[config.mk]
export PLATFORM = sky130hd
export DESIGN_NAME = truth_table_sweeper
export DESIGN_NICKNAME = d
export VERILOG_FILES = /design/src/rtl/truth_table_sweeper.sv
export SDC_FILE = /design/constraint.sdc
export NUM_CORES = 1
export LEC_CHECK = 0
export CAP_MARGIN = 25
export CORE_UTILIZATION = 40
export CTS_CLUSTER_DIAMETER = 40
export DETAILED_ROUTE_END_ITERATION = 7
export PLACE_DENSITY_LB_ADDON = 0.15
export SLEW_MARGIN = 40
export SYNTH_ARGS = -nofsm -noshare
export SYNTH_HDL_FRONTEND = slang
export SYNTH_SLANG_ARGS = --single-unit
[constraint.sdc]
create_clock -name clk -period 2 [get_ports clk]
set_clock_uncertainty 0.2 [all_clocks]
set_input_delay 0.4 -clock clk [delete_from_list [all_inputs] [get_ports clk]]
set_output_delay 0.4 -clock clk [all_outputs]
set_load 0.005 [all_outputs]
[src/rtl/truth_table_sweeper.sv]
// Exhaustive truth-table sweeper: walks stim 0..2^N_IN-1, holds each vector HOLD cycles,
// compares dut_y against exp_y on the last hold cycle. Optional macro: SWEEP_STOP_ON_ERR_EN.
module truth_table_sweeper #(
  parameter int N_IN  = 5,
  parameter int N_OUT = 1,
  parameter int HOLD  = 10
) (
  input  logic              clk,
  input  logic              rst_n,
  input  logic              start,
  output logic [N_IN-1:0]   stim,
  input  logic [N_OUT-1:0]  dut_y,
  input  logic [N_OUT-1:0]  exp_y,
  output logic              busy,
  output logic              done,
  output logic              pass,
  output logic [N_IN:0]     err_count,
  output logic [N_IN-1:0]   first_err_vec,
  output logic [1:0]        dbg_state_o
);

  localparam int              HW        = (HOLD > 1) ? $clog2(HOLD) : 1;
  localparam logic [HW-1:0]   HOLD_LAST = HW'(HOLD - 1);
  localparam logic [N_IN-1:0] STIM_LAST = '1;

  typedef enum logic [1:0] {
    S_IDLE = 2'd0,
    S_RUN  = 2'd1,
    S_DONE = 2'd2
  } state_t;

  state_t          state_q, state_d;
  logic [N_IN-1:0] stim_q, stim_d;
  logic [HW-1:0]   hold_q, hold_d;
  logic [N_IN:0]   err_q, err_d;
  logic [N_IN-1:0] first_q, first_d;
  logic            pass_q, pass_d;

  logic mismatch;
  logic stop_on_err;

  assign mismatch = (dut_y != exp_y);

`ifdef SWEEP_STOP_ON_ERR_EN
  assign stop_on_err = mismatch;
`else
  assign stop_on_err = 1'b0;
`endif

  always_ff @(posedge clk or negedge rst_n) begin
    if (!rst_n) begin
      state_q <= S_IDLE;
      stim_q  <= '0;
      hold_q  <= '0;
      err_q   <= '0;
      first_q <= '0;
      pass_q  <= 1'b0;
    end else begin
      state_q <= state_d;
      stim_q  <= stim_d;
      hold_q  <= hold_d;
      err_q   <= err_d;
      first_q <= first_d;
      pass_q  <= pass_d;
    end
  end

  always_comb begin
    state_d = state_q;
    stim_d  = stim_q;
    hold_d  = hold_q;
    err_d   = err_q;
    first_d = first_q;
    pass_d  = pass_q;
    unique case (state_q)
      S_IDLE: begin
        if (start) begin
          state_d = S_RUN;
          stim_d  = '0;
          hold_d  = '0;
          err_d   = '0;
          first_d = '0;
          pass_d  = 1'b0;
        end
      end
      S_RUN: begin
        if (hold_q == HOLD_LAST) begin
          if (mismatch) begin
            err_d = err_q + 1'b1;
            if (err_q == '0) first_d = stim_q;
          end
          // pass is decided on the way into DONE so it is visible during the done pulse
          if (stop_on_err || stim_q == STIM_LAST) begin
            state_d = S_DONE;
            pass_d  = !mismatch && (err_q == '0);
          end else begin
            stim_d = stim_q + 1'b1;
            hold_d = '0;
          end
        end else begin
          hold_d = hold_q + 1'b1;
        end
      end
      S_DONE: begin
        state_d = S_IDLE;
      end
      default: begin
        state_d = S_IDLE;
      end
    endcase
  end

  assign stim          = stim_q;
  assign busy          = (state_q == S_RUN);
  assign done          = (state_q == S_DONE);
  assign pass          = pass_q;
  assign err_count     = err_q;
  assign first_err_vec = first_q;
  assign dbg_state_o   = state_q;

endmodule

==> results.sh <==
export IMPL_status="complete, but fails checks"
export IMPL_violations="DRC"
export IMPL_syn_inst=123
export IMPL_overflow=0
export IMPL_rsz0062_at_grt="false"
export IMPL_core_area_sq_mm=0.002829
export IMPL_cp_max_fo=4
export IMPL_cts_num_sinks=23
export IMPL_max_stage_delay_ns=0.44
export IMPL_rr_startpoint="stim[0]$_DFFE_PN0P_"
export IMPL_cts_root_buf="clkbuf_4"
export IMPL_max_freq_ghz=0.5183
export IMPL_final_cell_mix="dfrtp_1 (21), clkdlybuf4s50_1 (21), buf_4 (21)"
export IMPL_tightest_slew_ns=0.3634
export IMPL_insertion_delay_ns=0.31
export IMPL_ys_types=37
export IMPL_ios=26
export IMPL_ys_flop_type="dfrtp_1"
export IMPL_multiInputGateArea_sq_um=671.9
export IMPL_cp_startpoint="dbg_state_o[0]$_DFFE_PN0P_"
export IMPL_hp_class="input port to asynchronous set/reset pin"
export IMPL_clk_pin_slew_ns=0.12
export IMPL_setup_viol=0
export IMPL_drv_slew=0
export IMPL_drv_cap=0
export IMPL_path_cells="buf_4 -> clkdlybuf4s50_1"
export IMPL_htreeDepth=1
export IMPL_fillers=253
export IMPL_r2r_end="stim[3]$_DFFE_PN0P_"
export IMPL_stdcell_area_sq_mm=0.001755
export IMPL_end_kind="output pin"
export IMPL_area_growth_syn_to_layout_pct=43.02
export IMPL_clockBufferDepth=2
export IMPL_synth_edff_count=0
export IMPL_grt_max_degree=24
export IMPL_fin_crit_sh=0.9647
export IMPL_period_needed_ns=1.929
export IMPL_ir_worst_vdd_mv=0.6320
export IMPL_cp_arrival_ns=1.33
export IMPL_crit_required_ns=1.40
export IMPL_synth_seq_cells=23
export IMPL_rows=19
export IMPL_die_w_um=57.40
export IMPL_routed_wl_um=2744
export IMPL_final_layout_size_suffix_gt1_frac=0.2500
export IMPL_ant_nets=0
export IMPL_ys_seq_area_frac=0.4689
export IMPL_drc=3
export IMPL_cts_tree="yes"
export IMPL_max_slew_margin_rel=0.7557
export IMPL_numPortBuffers=25
export IMPL_cp_top_family="buffers and inverters"
export IMPL_synth_area_sq_mm=0.001227
export IMPL_avgSynthCellArea_sq_um=9.979
export IMPL_dp_hpwl_um=1983
export IMPL_antennaDiodeCount=0
export IMPL_die_y_um=57.40
export IMPL_r2r_slack_ns=0.10
export IMPL_critical_path_class="flop to output pin"
export IMPL_finalHoldViolations=0
export IMPL_ff_latch_area_sq_um=578.1
export IMPL_crit_end="dbg_state_o[0]"
export IMPL_gp_congestion=0.7593
export IMPL_initial_core_util=0.4339
export IMPL_post_route_util=0.6205
export IMPL_nets=180
export IMPL_drt_iter0_markers=40
export IMPL_syn_num_nets=134
export IMPL_synth_warnings=0
export IMPL_path_depth=2
export IMPL_crit_slowest_cell="dfrtp_2"
export IMPL_dieArea_sq_mm=0.003294
export IMPL_grt_first_pass_wirelength_um=4526
export IMPL_critPathBufInv=2
export IMPL_placed_cell_area_sq_mm=0.001599
export IMPL_cts_made_buffers=3
export IMPL_antenna_found_initial=0
export IMPL_power_density_mw_per_mm2=916.1
export IMPL_dr_pass1_iters=6
export IMPL_async_flop_share=1.000
export IMPL_grt_use_total=0.1823
export IMPL_whs_ns=0.2286
export IMPL_startpoint_type="flop"
export IMPL_worstRegToRegCells=7
export IMPL_avgViaCountPerCell=5.191
export IMPL_post_drt_wl_per_cell_um=13.79
export IMPL_grt_pass1_vias=987
export IMPL_vias=1033
export IMPL_leakagePower_nw=0.8583
[final cells by class]
cell class | instances | area share
sequential | 23 | 0.3293
tap | 31 | 0.02210
timing repair buffer | 46 | 0.2381
multi-input combinational | 89 | 0.3828
clock buffer | 4 | 0.01497
inverter | 6 | 0.01283
[synth_stat cells, types with 4 or more instances]
cell     number  area share
dfrtp_1      23        0.47
nand3_1       4       0.016
mux2i_1       6       0.049
ha_1          6       0.061
nand2_1      18       0.055
nor2_1        6       0.018
o21ai_0       6       0.024
inv_1         6       0.018
[metal layers]
metal  share of wire  vias up  global-route usage
met4           0.020        0             0.08014
met1            0.47      490              0.2475
met3           0.025        5             0.02041
li1                -      524                   -
met2            0.49       14              0.2940
met5               0        -                   0
[worst register-to-register path, cell delays in order (launching register included)]
cell,delay [ns]
dfrtp_1,0.41
ha_2,0.20
and3_4,0.18
ha_4,0.17
a21oi_4,0.13
o21ai_2,0.07
or3_1,0.36
a21oi_2,0.12
[power breakdown]
group	leakage [nW]	switching, mW	internal [mW]
Combinational	0.546	0.289	0.412
Sequential	0.298	0.106	0.582
Clock	0.0150	0.140	0.0781
Total	0.858	0.535	1.07
[sequential cells by signal, indices dropped and copies added, names as in the netlist]
name / count
first_err_vec: 5
pass: 1
stim: 5
err_count: 6
hold_q: 4
dbg_state_o: 2
[how the worst min path moves through the flow]
| stage | start | slack (ns) | endpoint |
|---|---|---|---|
| final | rst_n | 0.23 | first_err_vec[3]$_DFFE_PN0P_ |
| after global routing | rst_n | 0.24 | stim[3]$_DFFE_PN0P_ |
| after CTS | rst_n | 0.24 | first_err_vec[3]$_DFFE_PN0P_ |
| after detailed placement | first_err_vec[1]$_DFFE_PN0P_ | 0.32 | first_err_vec[1]$_DFFE_PN0P_ |
| after global placement | first_err_vec[0]$_DFFE_PN0P_ | 0.31 | first_err_vec[0]$_DFFE_PN0P_ |
| after floorplan | rst_n | -0.1 | dbg_state_o[0]$_DFFE_PN0P_ |
[through the flow]
stage | setup TNS [ns] | instances | power [mW] | setup slack [ns]
after floorplan | 0 | 123 | 1.010 | 0.03355
after global placement | -0.4767 | 188 | 1.282 | -0.07013
after detailed placement | -0.8653 | 188 | 1.312 | -0.1253
after CTS | 0 | 196 | 1.531 | 0.01084
after global routing | 0 | 199 | 1.740 | 0.003290
final | 0 | 199 | 1.608 | 0.07052
[cell families (layout without fill, tap and decap cells)]
group | after synthesis | in the layout | synth area share
and+or+nand+nor | 50 | 50 | 0.2120
AOI/OAI and AO/OA | 23 | 23 | 0.1335
DFF | 23 | 23 | 0.4689
buffers and inverters | 11 | 56 | 0.04485
muxes | 7 | 7 | 0.05811
adders and majority gates | 6 | 6 | 0.06116
xor gates and xnor gates | 3 | 3 | 0.02141
[repair_timing]
action                                  CTS  global route
endpoints found under the setup margin    4            19
buffers inserted                          4             3
resized for setup                         5            16
pin swaps                                 1             3
hold buffers                              0             0
(Power assumes the default switching activity.)
==> variant, RTL diff (config.mk and constraints unchanged) <==
`hold_q` no longer has a reset.
--- a/src/rtl/truth_table_sweeper.sv
+++ b/src/rtl/truth_table_sweeper.sv
@@ -51,18 +51,20 @@
     if (!rst_n) begin
       state_q <= S_IDLE;
       stim_q  <= '0;
-      hold_q  <= '0;
       err_q   <= '0;
       first_q <= '0;
       pass_q  <= 1'b0;
     end else begin
       state_q <= state_d;
       stim_q  <= stim_d;
-      hold_q  <= hold_d;
       err_q   <= err_d;
       first_q <= first_d;
       pass_q  <= pass_d;
     end
+  end
+
+  always_ff @(posedge clk) begin
+    hold_q <= hold_d;
   end
 
   always_comb begin
Check against the original RTL: no difference found for any inputs over 10 cycles, from zero or initial values and one cycle with rst_n low; that may be too few to reach the edited logic, so the function may still have changed.
==> variant against the unedited design <==
Sequential cell count is the same; setup slack lost 0.045 ns; clock power is essentially flat; area after synthesis grew 7.0%; wire length grew 11%; final area grew 7.1%; total power grew 11%; count of clock-buffer cells in the layout shrank 1; largest power group unchanged.
==> variant: results <==
[outcome]
outcome = "complete, no violations"

[global_route]
met2_usage_pct = 31.62
grt_util_met3_pct = 5.022
grt_usage_pct = 19.49
grt_max_degree = 20
grt_pass1_wl_um = 5085
grt_pass1_vias = 1076

[layout]
num-nets-final = 185
drive_above_1_share_pct = 25.43

[placement]
dp_hpwl_um = 2135
finalWeightedCongestion = 0.7847

[pwr]
p_leak_nw = 0.8864
vdd_drop_max_mv = 0.5660

[critical_path]
slowest_delay_ns = 0.40
r2r_setup_slack_ns = 0.03
cp_max_fo = 7
cp_top_family = "adder cells"
r2r_cells = 5
worstPathArrival_ns = 1.82
slowest_stage = "dfrtp_1"

[route]
drtIter0Drc = 44
drt_wl_total_um = 3047
firstDrtPassIters = 4

[sta]
finalCritPeriodShare_pct = 98.71

[yosys]
synth-async-reset-ratio_pct = 82.61
synth_cell_type_count = 38
ys_top_cells_by_area = "dfrtp_1 36%, mux2i_1 11%, edfxtp_1 9.1%"
seq_area_frac_synth_pct = 45.33
ys_top_cells_by_count = "19 x dfrtp_1, 16 x nand2_1, 14 x mux2i_1, 8 x inv_1, 6 x ha_1"
synth_edf_count = 4
[variant: changes by cell type in the layout (fill, tap and decap cells not counted), sizes merged, moves of 4 or more]
cell / before / now
buf: 21 / 27
dfrtp: 23 / 19
mux2i: 6 / 14
o21ai: 7 / 1
edfxtp: 0 / 4
o2bb2ai: 0 / 4
nor4: 1 / 5
[variant: final cells by class]
type,instances,area (um2)
fill,273,1197
multi-input combinational,85,708.2
sequential,23,598.1
timing repair buffer,52,456.7
tap,44,55.05
inverter,9,35.03
clock buffer,3,22.52
clock inverter,1,5.005
[variant: timing repair]
action / in CTS / in global routing
endpoints found under the setup margin: 11 / 14
setup buffers: 5 / 3
endpoints found under the hold margin: 0 / 0
pin swaps: 1 / 1
resized for setup: 8 / 7
[variant: stage by stage]
| stage | std cells | utilization, % |
|---|---|---|
| 2_1_floorplan | 123 | - |
| 3_5_place_dp | 205 | 56.22 |
| 5_1_grt | 217 | 61.10 |
| 3_3_place_gp | 205 | 56.22 |
| 4_1_cts | 214 | 59.59 |
| 6_report | 217 | 61.10 |
[variant: where the power goes]
group | switching [mW] | internal (mW) | leakage, nW
sequential | 0.126 | 0.626 | 0.279
combinational | 0.340 | 0.479 | 0.590
clock | 0.143 | 0.0749 | 0.0177
total | 0.610 | 1.18 | 0.886
[variant: worst max-delay path by stage]
stage,start,endpoint,cells past startpoint
2_1_floorplan,stim[0]$_DFFE_PN0P_,hold_q[0]$_SDFFCE_PP0P_,5
3_3_place_gp,start,err_count[0]$_DFFE_PN0P_,4
3_5_place_dp,start,err_count[0]$_DFFE_PN0P_,4
4_1_cts,stim[0]$_DFFE_PN0P_,hold_q[0]$_SDFFCE_PP0P_,5
5_1_grt,hold_q[1]$_SDFFCE_PP0P_,err_count[5]$_DFFE_PN0P_,6
6_report,stim[0]$_DFFE_PN0P_,hold_q[2]$_SDFFCE_PP0P_,5
[variant: cells by family (layout without fill, tap and decap cells)]
family	after synthesis	in the layout	synth area share, %
XOR/XNOR	2	2	1.334
AND/OR/NAND/NOR	50	50	22.29
buffers and inverters	15	65	6.000
flip-flops	23	23	45.33
multiplexers	14	14	10.67
adder cells (fa/ha/maj)	6	6	5.714
AO/OA/AOI/OAI	13	13	8.666
[variant: routing by layer]
metal / part of all wire (%) / wire length, um
met5: 0 / 0
met1: 47 / 1445
met4: 0.39 / 12
met3: 4.6 / 139
met2: 48 / 1449
